==> src/rtl/pc_seq_pkg.sv <==
// Shared defaults and per-cycle operation decode for the program-counter sequencer.
package pc_seq_pkg;

  localparam int ADDR_W_DEF     = 8;
  localparam int RESET_ADDR_DEF = 0;

  typedef enum logic [2:0] {
    OP_HOLD = 3'd0,
    OP_INC  = 3'd1,
    OP_JUMP = 3'd2,
    OP_CALL = 3'd3,
    OP_RET  = 3'd4,
    OP_ERR  = 3'd5
  } op_e;

  // Priority: stall > call/ret conflict > ret > call > jump > increment.
  function automatic op_e decode_op(input logic stall_i, input logic call_i,
                                    input logic ret_i, input logic load_i,
                                    input logic full_i, input logic empty_i);
    op_e op;
    if (stall_i) begin
      op = OP_HOLD;
    end else if (call_i && ret_i) begin
      op = OP_ERR;
    end else if (ret_i) begin
      if (empty_i) op = OP_ERR;
      else         op = OP_RET;
    end else if (call_i) begin
      if (full_i) op = OP_ERR;
      else        op = OP_CALL;
    end else if (load_i) begin
      op = OP_JUMP;
    end else begin
      op = OP_INC;
    end
    return op;
  endfunction

endpackage

==> src/rtl/pc_sequencer_return_stack.sv <==
// LIFO of return addresses; only the pointer is reset, entry contents are left as-is.
module return_stack #(
  parameter int DEPTH = 4,
  parameter int WIDTH = 8
) (
  input  logic             clk,
  input  logic             rst,
  input  logic             push_i,
  input  logic             pop_i,
  input  logic [WIDTH-1:0] push_data_i,
  output logic [WIDTH-1:0] top_o,
  output logic             full_o,
  output logic             empty_o
);

  localparam int SP_W = $clog2(DEPTH + 1);

  logic [WIDTH-1:0] mem_q [DEPTH];
  logic [SP_W-1:0]  sp_q;
  logic [SP_W-1:0]  sp_d;
  logic [SP_W-1:0]  top_idx_s;

  assign full_o  = (sp_q == SP_W'(DEPTH));
  assign empty_o = (sp_q == {SP_W{1'b0}});

  // Next pointer; overflow/underflow requests are refused here as well.
  always_comb begin
    sp_d = sp_q;
    if (push_i && !full_o) begin
      sp_d = sp_q + SP_W'(1);
    end else if (pop_i && !empty_o) begin
      sp_d = sp_q - SP_W'(1);
    end else begin
      sp_d = sp_q;
    end
  end

  // Top-of-stack read mux, decoded by loop to avoid index width mismatches.
  always_comb begin
    top_o = {WIDTH{1'b0}};
    if (empty_o) top_idx_s = {SP_W{1'b0}};
    else         top_idx_s = sp_q - SP_W'(1);
    for (int i = 0; i < DEPTH; i++) begin
      if (SP_W'(i) == top_idx_s) top_o = mem_q[i];
    end
  end

  // Stack pointer register.
  always_ff @(posedge clk) begin
    if (rst) sp_q <= {SP_W{1'b0}};
    else     sp_q <= sp_d;
  end

  // Entry storage write at the current pointer.
  always_ff @(posedge clk) begin
    if (!rst && push_i && !full_o) begin
      for (int i = 0; i < DEPTH; i++) begin
        if (SP_W'(i) == sp_q) mem_q[i] <= push_data_i;
      end
    end
  end

endmodule

==> src/rtl/pc_sequencer.sv <==
// Program-counter sequencer with jump, call/return and stall.
// Return stack is built only when PC_SEQUENCER_STACK_EN is defined.
module pc_sequencer
  import pc_seq_pkg::*;
#(
  parameter int ADDR_W      = ADDR_W_DEF,
  parameter int STACK_DEPTH = 4,
  parameter int RESET_ADDR  = RESET_ADDR_DEF
) (
  input  logic              clk,
  input  logic              rst,
  input  logic              stall,
  input  logic              loadAddr,
  input  logic              call,
  input  logic              ret,
  input  logic [ADDR_W-1:0] inAddr,
  output logic [ADDR_W-1:0] addr,
  output logic              stackFull,
  output logic              stackEmpty,
  output logic              stackErr
);

  logic [ADDR_W-1:0] addr_q;
  logic [ADDR_W-1:0] addr_d;
  logic [ADDR_W-1:0] addr_inc_s;
  logic [ADDR_W-1:0] top_s;
  logic              call_s;
  logic              ret_s;
  logic              full_s;
  logic              empty_s;
  op_e               op_s;

  assign addr_inc_s = addr_q + ADDR_W'(1);
  assign op_s       = decode_op(stall, call_s, ret_s, loadAddr, full_s, empty_s);

`ifdef PC_SEQUENCER_STACK_EN
  logic err_q;
  logic err_d;

  assign call_s = call;
  assign ret_s  = ret;

  return_stack #(
    .DEPTH (STACK_DEPTH),
    .WIDTH (ADDR_W)
  ) u_stack (
    .clk         (clk),
    .rst         (rst),
    .push_i      (op_s == OP_CALL),
    .pop_i       (op_s == OP_RET),
    .push_data_i (addr_inc_s),
    .top_o       (top_s),
    .full_o      (full_s),
    .empty_o     (empty_s)
  );

  // Sticky error: only reset clears it.
  always_comb begin
    err_d = err_q;
    if (op_s == OP_ERR) err_d = 1'b1;
    else                err_d = err_q;
  end

  // Error flag register.
  always_ff @(posedge clk) begin
    if (rst) err_q <= 1'b0;
    else     err_q <= err_d;
  end

  assign stackErr = err_q;
`else
  logic unused_ctrl_s;

  assign unused_ctrl_s = call ^ ret;
  assign call_s        = 1'b0;
  assign ret_s         = 1'b0;
  assign top_s         = {ADDR_W{1'b0}};
  assign full_s        = 1'b0;
  assign empty_s       = 1'b1;
  assign stackErr      = 1'b0;
`endif

  // Next address selection.
  always_comb begin
    addr_d = addr_q;
    case (op_s)
      OP_HOLD: addr_d = addr_q;
      OP_INC:  addr_d = addr_inc_s;
      OP_JUMP: addr_d = inAddr;
      OP_CALL: addr_d = inAddr;
      OP_RET:  addr_d = top_s;
      OP_ERR:  addr_d = addr_inc_s;
      default: addr_d = addr_inc_s;
    endcase
  end

  // Program address register.
  always_ff @(posedge clk) begin
    if (rst) addr_q <= ADDR_W'(RESET_ADDR);
    else     addr_q <= addr_d;
  end

  assign addr       = addr_q;
  assign stackFull  = full_s;
  assign stackEmpty = empty_s;

endmodule

==> config.mk <==
export PLATFORM = sky130hd
export DESIGN_NAME = pc_sequencer
export DESIGN_NICKNAME = d
export VERILOG_FILES = /design/src/rtl/pc_seq_pkg.sv /design/src/rtl/pc_sequencer_return_stack.sv /design/src/rtl/pc_sequencer.sv
export SDC_FILE = /design/constraint.sdc
export NUM_CORES = 1
export LEC_CHECK = 0
export BUFFER_PORTS_ARGS = -buffer_cell sky130_fd_sc_hd__buf_2
export CAP_MARGIN = 15
export CORE_AREA = 4 4 41 43
export DETAILED_ROUTE_END_ITERATION = 6
export DIE_AREA = 0 0 45 47
export PLACE_DENSITY = 0.71
export SYNTH_ARGS = -nofsm -noshare
export SYNTH_HDL_FRONTEND = slang
export SYNTH_HIERARCHICAL = 1
export SYNTH_SLANG_ARGS = --single-unit
==> constraint.sdc <==
create_clock -name clk -period 1.8 [get_ports clk]
set_input_delay 0 -clock clk [delete_from_list [all_inputs] [get_ports clk]]
set_output_delay 0 -clock clk [all_outputs]
set_load 0.05 [all_outputs]
Yosys cells after proc, flatten, opt, wreduce, memory -nomap -nowiden --
Cells that the tools add are included.
Storage, ports and cells: logic and storage cells 10, bits in registers 8, output and inout port bits 11, bits of input ports 14
Cells by class: mux-type cells 3, reductions and logical operators 2, $add $sub $neg 1, equal/unequal tests 3
Operators with widths (number):
- one-hot mux 8 bit (3 select lines) | 1
- adder 8 x 1 -> 8 bit (second input constant) | 1
- equality test 3 x 2 -> 1 bit (second input constant) | 2
- equality test 3 bit (second input constant) | 1
- logical NOT 3 bit | 1
- 2-to-1 mux 3 bit | 1
- 2-to-1 mux 2 bit | 1
- OR reduction 2 bit | 1

Logic depth before layout (Yosys ltp) --
Gate-level depths: netlist of run 1.
depth in word-level cells 5, depth in mapped cells 5, gate-level depth less buffers 4

Least setup slack after synthesis of run 1 --
Ideal clock, no wire load.
path type flip-flop to flip-flop, from register addr_q[0], in the netlist addr[0], to register addr_q[2], in the netlist addr[2], cell stages (with the launch flop) 5, setup time 71 ps, data required time 1729 ps, arrival time 1644 ps, path slack 85 ps, clock period less this slack 1715 ps, cells stage by stage dfxtp_1 ha_1 or3b_1 a21o_1 a21oi_1
Between the ends: longest elaborated chain between the ends 2
Ends and longest elaborated chain:
- start: declaration | RTL line pc_sequencer.sv:23 | logic [ADDR_W-1:0] addr_q;
- start signal: assignment | RTL line pc_sequencer.sv:99 | if (rst) addr_q <= ADDR_W'(RESET_ADDR);
- start signal: assignment | RTL line pc_sequencer.sv:100 | else addr_q <= addr_d;
- adder 8 x 1 -> 8 bit | RTL line pc_sequencer.sv:33 | assign addr_inc_s = addr_q + ADDR_W'(1);
- one-hot mux 8 bit (3 select lines) | RTL line pc_sequencer.sv:86 | case (op_s)
No other way between the ends. A chain may end at the register's enable or synchronous reset.

Worst setup path after layout of run 1 --
Ends and elaborated chain as after synthesis.

==> impl_results.md, run 1 <==
- Unique cell type count in the Yosys netlist: 34
- Clock buffer depth: 2
- DR iter-0 viols: 4
- Final cell count without fillers: 100
- Most frequent cell after synthesis: dfxtp_1
- Dpl cells: 96
- Mapped Cells: 68
- Vias/cell: between 5 and 6
- DP Area: just over 600 µm²
- Crit. End Element: register
- Antenna-violating nets left: 0
- RSZ-0062 raised after global routing: false
- Initial antenna violation count: 0
- Worst-path fanout max: 8
- Pwr Density: between 700 and 800 nW/µm²
- Area grow syn2layout: 20.3%
- CTS resizes: 0
- TritonCTS Sinks: 8
- Num CTS Buffers: 3
- Data arrival, critical path: approximately 1700 ps
- Met1 WL: around 590 µm
- Maxcap violations: 0
- Total Routing Usage GR: 0.138
- Total chip power: about 0.00047 W
- IO Port Bufs: 19
- Yosys warning total: 6
- Synth area leader: dfxtp_1
- Met3 WL: between 60 and 70 µm
- Gr ovfl total: 0
- Total wire length: 1250 µm
- Asr flop ratio synth: 0
- Final Hold Viols: 0
- Gpl congestion: ~0.73
- Post-Syn Area: between 500 and 600 µm²
- Number of core rows: 13
- CP cell instances: ha_1, or3b_1, a21o_1, a21oi_1
- Fillers: between 100 and 150
- Final Core Density: 0.501
- Final setup TNS: 0 ps
- DR vias: 547
- CP startpoint kind: register
- Outcome: finished, final reports clean
- WL/cell: around 12 µm
- CTS tree: yes
- Final instance area: about 650 µm²
- Maximum VDD drop: between 0.4 and 0.5 mV
- Worst path slowest cell: dfxtp_1
- Met2 WL post-DR: between 500 and 600 µm
- Boundary pin count: 25
- Drt first pass iters: 3
- Share of cells above drive strength 1: 0.318
- Period utilisation layout: 0.812
- Worst path max stage delay: between 400 and 500 ps
- First-pass GRT wire length: a little over 2000 µm
- Die outline width: 45 µm
- Fin. max-slew vios: 0
- Synth Register Bits: 8
- DP Wirelength: 924 µm
- Synth cell count leaders: dfxtp_1, nand2_1, o21ai_0
- Top sig layer: met4
- ANT cells: 0
- Clock Tree Root: clkbuf_4
- Vias in the first global route: 458
- Final setup violation count: 0
- Largest net degree at the start of global routing: 21
- Die H: 47 µm
- Number of setup buffers added after CTS: 0
- F_max: about 680 MHz
- Syn avg cell area: between 7 and 8 µm²
- Hold crit path type: input pin to register
- Core Area: ~1300 µm²
- Clock Skew: 0.973 ps
- Sequential cell area fraction in the yosys report: 0.296
- CTS H-tree depth: 1
- CP required: approximately 2000 ps
- Crit path kind: register to register
- Nets: 102
- Reg clk slew, reported paths: around 50 ps
- Post-synth EDFFs: 0
- DRC: 0
- Post-synth top flop: dfxtp_1
- Pleak: 0.274 nW
- Initial Utilization: 0.416
- Die area: 2120 µm²
- Max reg flops: 8
- Min Tclk post-route: 1460 ps
- Clk Latency, worst-skew pair: between 200 and 300 ps
- Synth top area cells: dfxtp_1, o21ai_0, nand2_1
- Post-synth top area share: 0.296
[cells in the final DEF, fill, tap and decap left out]
cell type / n
a2111o_1: 1
a211o_1: 1
a21o_1: 1
a21oi_1: 1
a221oi_1: 1
a22oi_1: 1
a31oi_1: 3
a32oi_1: 1
and3_1: 1
and4_2: 1
buf_2: 19
clkbuf_4: 3
conb_1: 3
dfxtp_1: 8
dlygate4sd3_1: 1
ha_1: 1
inv_1: 2
mux2_2: 1
mux2i_1: 1
nand2_1: 7
nand3_1: 3
nand3_2: 1
nor2_1: 4
nor2b_1: 3
nor3_1: 2
nor3b_1: 1
o21ai_0: 6
o221ai_1: 1
o221ai_2: 1
o31a_1: 2
o41a_1: 1
or2_2: 1
or3b_1: 1
[cells by family (layout without fill, tap and decap cells)]
kind of cell               count (synthesis)  count (layout)  synth area share
muxes                                      2               2            0.0393
DFF                                        8               8             0.296
other                                      2               3            0.0139
buffers and inverters                      9              25            0.0877
AOI/OAI and AO/OA                         21              21             0.293
and+or+nand+nor                           25              25             0.247
adders and majority gates                  1               1            0.0231
[per-stage QoR]
step	setup WS [ps]	hold slack (ps)
5_1_grt	185	78.1
4_1_cts	334	47.4
2_1_floorplan	85.3	155
3_3_place_gp	398	252
6_report	338	55.9
3_5_place_dp	344	254
[power breakdown]
part           leakage [nW]  switching [W]  internal (W)
registers            0.0657      0.0000158      0.000189
logic                 0.195      0.0000879     0.0000391
clock network        0.0138      0.0000608     0.0000763
total                 0.274       0.000165      0.000304
[metal layers]
metal,vias to the layer above,track usage
met5,-,0
met4,0,0.105
met3,3,0.0345
met2,17,0.201
met1,246,0.175
li1,281,-
[final cells by class]
type	count	area (µm²)	area share
tap	15	18.8	0.0288
clock buffer	3	22.5	0.0345
multi-input combinational	52	338	0.518
timing repair buffer	20	105	0.161
sequential	8	160	0.246
inverter	2	7.51	0.0115
[repair_timing]
item	in CTS	in global routing
hold endpoints to repair	1	0
hold buffers	1	0
setup endpoints to repair	0	0
[final timing paths]
path,startpoint,endpoint,slack [ps],cells after the start
hold reg to reg,addr[5],addr[5],550,2
hold / removal,rst,addr[1],60,2
setup reg to reg,addr[0],addr[2],340,4
setup / recovery,addr[0],addr[2],340,4
[critical path: cells and delay by family (launching register included)]
family / cells / cell delay, ps
DFF: 1 / 440
and+or+nand+nor: 1 / 370
adders and majority gates: 1 / 300
AOI/OAI and AO/OA: 2 / 280
Power figures use the tool's default switching activity.
==> run 2, diff against run 1 <==
--- a/config.mk
+++ b/config.mk
@@ -7,9 +7,9 @@
 export LEC_CHECK = 0
 export BUFFER_PORTS_ARGS = -buffer_cell sky130_fd_sc_hd__buf_2
 export CAP_MARGIN = 15
-export CORE_AREA = 4 4 41 43
+export CORE_MARGIN = 4
+export CORE_UTILIZATION = 39
 export DETAILED_ROUTE_END_ITERATION = 6
-export DIE_AREA = 0 0 45 47
 export PLACE_DENSITY = 0.71
 export SYNTH_ARGS = -nofsm -noshare
 export SYNTH_HDL_FRONTEND = slang
==> constraint.sdc (replaced) <==
create_clock -name clk -period 1.3 [get_ports clk]
set_input_delay 0 -clock clk [delete_from_list [all_inputs] [get_ports clk]]
set_output_delay 0 -clock clk [all_outputs]
set_load 0.05 [all_outputs]
==> run 2 against run 1 <==
Fmax increased by 17%. Cell count increased by 3.0%. Critical path type unchanged. Largest power group unchanged. Count of clock-buffer cells in the layout rose by 1. Via count increased by 2.6%. Sequential power increased by 39%. Wire length increased by 5.5%. Utilization grew 2.7 points. Clock skew about the same. Sequential share of layout area up 0.57 points. Largest cell class unchanged.
==> impl_results.md, run 2 (synthesized netlist as in run 1, its figures left out) <==
- Outcome: finished, final reports clean
- Setup crit start: addr[0]
- Maximum VDD drop: 0.696 mV (+59%)
- Worst setup endpoint: addr[2]
- Die area: 2050 µm² (-3.1%)
- WL/cell: 12.8 µm (+2.5%)
- DR vias: 561 (+2.6%)
- Core Area: 1300 µm² (unchanged)
- Drt first pass iters: 4 (+1)
- Final cell count without fillers: 103 (+3.0%)
- Period utilisation layout: 0.959 (+0.146)
- Gr ovfl total: 0 (unchanged)
- PnR worst setup slack: 53.7 ps (-284 ps)
- TritonCTS Sinks: 8 (unchanged)
- Area grow syn2layout: 26.8%
- F_max: 802 MHz (+17%)
- Antenna-violating nets left: 0 (unchanged)
- IO Port Bufs: 19 (unchanged)
- Num CTS Buffers: 3 (unchanged)
- Nets: 104 (+2.0%)
- DR iter-0 viols: 15 (+11)
- Clock Tree Root: clkbuf_4
- Most frequent cells in the layout: buf_2, nand2_1, o21ai_0
- Pleak: 0.288 nW (+4.9%)
- ANT cells: 0 (unchanged)
- Total Routing Usage GR: 0.150 (+0.0119)
- Boundary pin count: 25 (unchanged)
- Die outline width: 45.3 µm (+0.60%)
- Clock buffer depth: 2 (unchanged)
- Fin. max-slew vios: 0 (unchanged)
- Largest net degree at the start of global routing: 21 (unchanged)
- Initial antenna violation count: 0 (unchanged)
- Clock Skew: 0.780 ps (-0.193 ps)
- First-pass GRT wire length: 2210 µm (+7.3%)
- Pre-CTS WS: 61.5 ps (-282 ps)
- Share of cells above drive strength 1: 0.432 (+0.114)
- Reg-to-Reg End: addr[2]
- Data arrival, critical path: 1430 ps (-220 ps)
- Total wire length: 1320 µm (+5.5%)
- Die H: 45.3 µm (-3.7%)
- Worst-path fanout max: 6 (-2)
- Vias/cell: 5.45 (-0.43%)
- RR Startpoint: addr[0]
- Min Tclk post-route: 1250 ps (-216 ps)
- Final Hold Viols: 0 (unchanged)
- Clk Latency, worst-skew pair: 250 ps (about the same)
- Vias in the first global route: 516 (+13%)
- Reg2Reg Setup Slack: 50 ps (-280 ps)
- Pwr Density: 980 nW/µm² (+36%)
- Number of core rows: 13 (unchanged)
- Initial Utilization: 0.416 (unchanged)
- Max reg flops: 8 (unchanged)
- RSZ-0062 raised after global routing: false
- Gpl congestion: 0.717 (-2.0%)
- CTS H-tree depth: 1 (unchanged)
- DP Wirelength: 948 µm (+2.7%)
- Dpl cells: 97 (+1.0%)
- DRC: 0 (unchanged)
- Reg clk slew, reported paths: 60 ps (about the same)
- Crit path kind: register to register
- Commonest non-fill, non-tap cell in the layout: buf_2
- CP startpoint kind: register
- Final setup violation count: 0 (unchanged)
- CTS tree: yes
- Maxcap violations: 0 (unchanged)
- CTS hold repair buffers: 0 (-1)
- R2R cell count: 4 (unchanged)
- Hold crit path type: input pin to register
- CP required: 1490 ps (-500 ps)
- Crit. End Element: register
run 2: changes by cell type in the layout (fill, tap and decap cells not counted), moves of 2 or more:
cell | before | now
dfxtp_1 | 8 | 2
dfxtp_4 | 0 | 2
dfxtp_2 | 0 | 4
buf_4 | 0 | 3
run 2: where the power goes:
group / switching, W / total, W / internal, W
sequential: 0.0000217 / 0.000284 / 0.000262
clock: 0.0000870 / 0.000205 / 0.000118
combinational: 0.000126 / 0.000185 / 0.0000592
total: 0.000235 / 0.000673 / 0.000439
run 2: repair_timing:
item                                    CTS  global route
buffers inserted                          0             2
resized for setup                         0             1
endpoints found under the setup margin    0             1
run 2: metrics by stage:
step / power [W] / TNS [ps] / utilization / area [µm²] / hold WS (ps)
finish: 0.000673 / 0 / 0.528 / 687 / 10.4
CTS: 0.000669 / 0 / 0.513 / 668 / 10.5
global route: 0.000720 / 0 / 0.528 / 687 / 29.4
floorplan: 0.000428 / -73.1 / - / 561 / 154
global placement: 0.000462 / 0 / 0.493 / 642 / 252
detailed placement: 0.000465 / 0 / 0.493 / 642 / 260
run 2: layout make-up:
class / instances / area (µm²)
well taps: 15 / 18.8
flip-flops and latches: 8 / 173
clock buffers: 4 / 26.3
multi-input cells: 52 / 344
inverters: 2 / 7.51
fillers: 141 / 614
repair buffers: 22 / 118
run 2: routing by layer:
| layer | global-route usage | vias to the layer above | part of all wire |
|---|---|---|---|
| met3 | 0.0717 | 0 | 0.063 |
| met4 | 0.0351 | 0 | 0 |
| met2 | 0.237 | 16 | 0.48 |
| li1 | - | 284 | - |
| met1 | 0.184 | 261 | 0.46 |
| met5 | 0 | - | 0 |
run 2: critical path, cell delays in order, from the launching register on:
cell and delay [ps]:
dfxtp_4 370, ha_2 170, or3b_1 340, a21o_1 190
a21oi_2 110
run 2: how the worst min path moves through the flow:
stage	to	slack, ps	depth (start not counted)	startpoint
6_report	addr[0]	10	3	inAddr[0]
3_5_place_dp	addr[0]	260	3	inAddr[0]
2_1_floorplan	addr[0]	150	2	inAddr[0]
3_3_place_gp	addr[0]	250	3	inAddr[0]
4_1_cts	addr[0]	10	3	inAddr[0]
5_1_grt	addr[0]	30	3	inAddr[0]
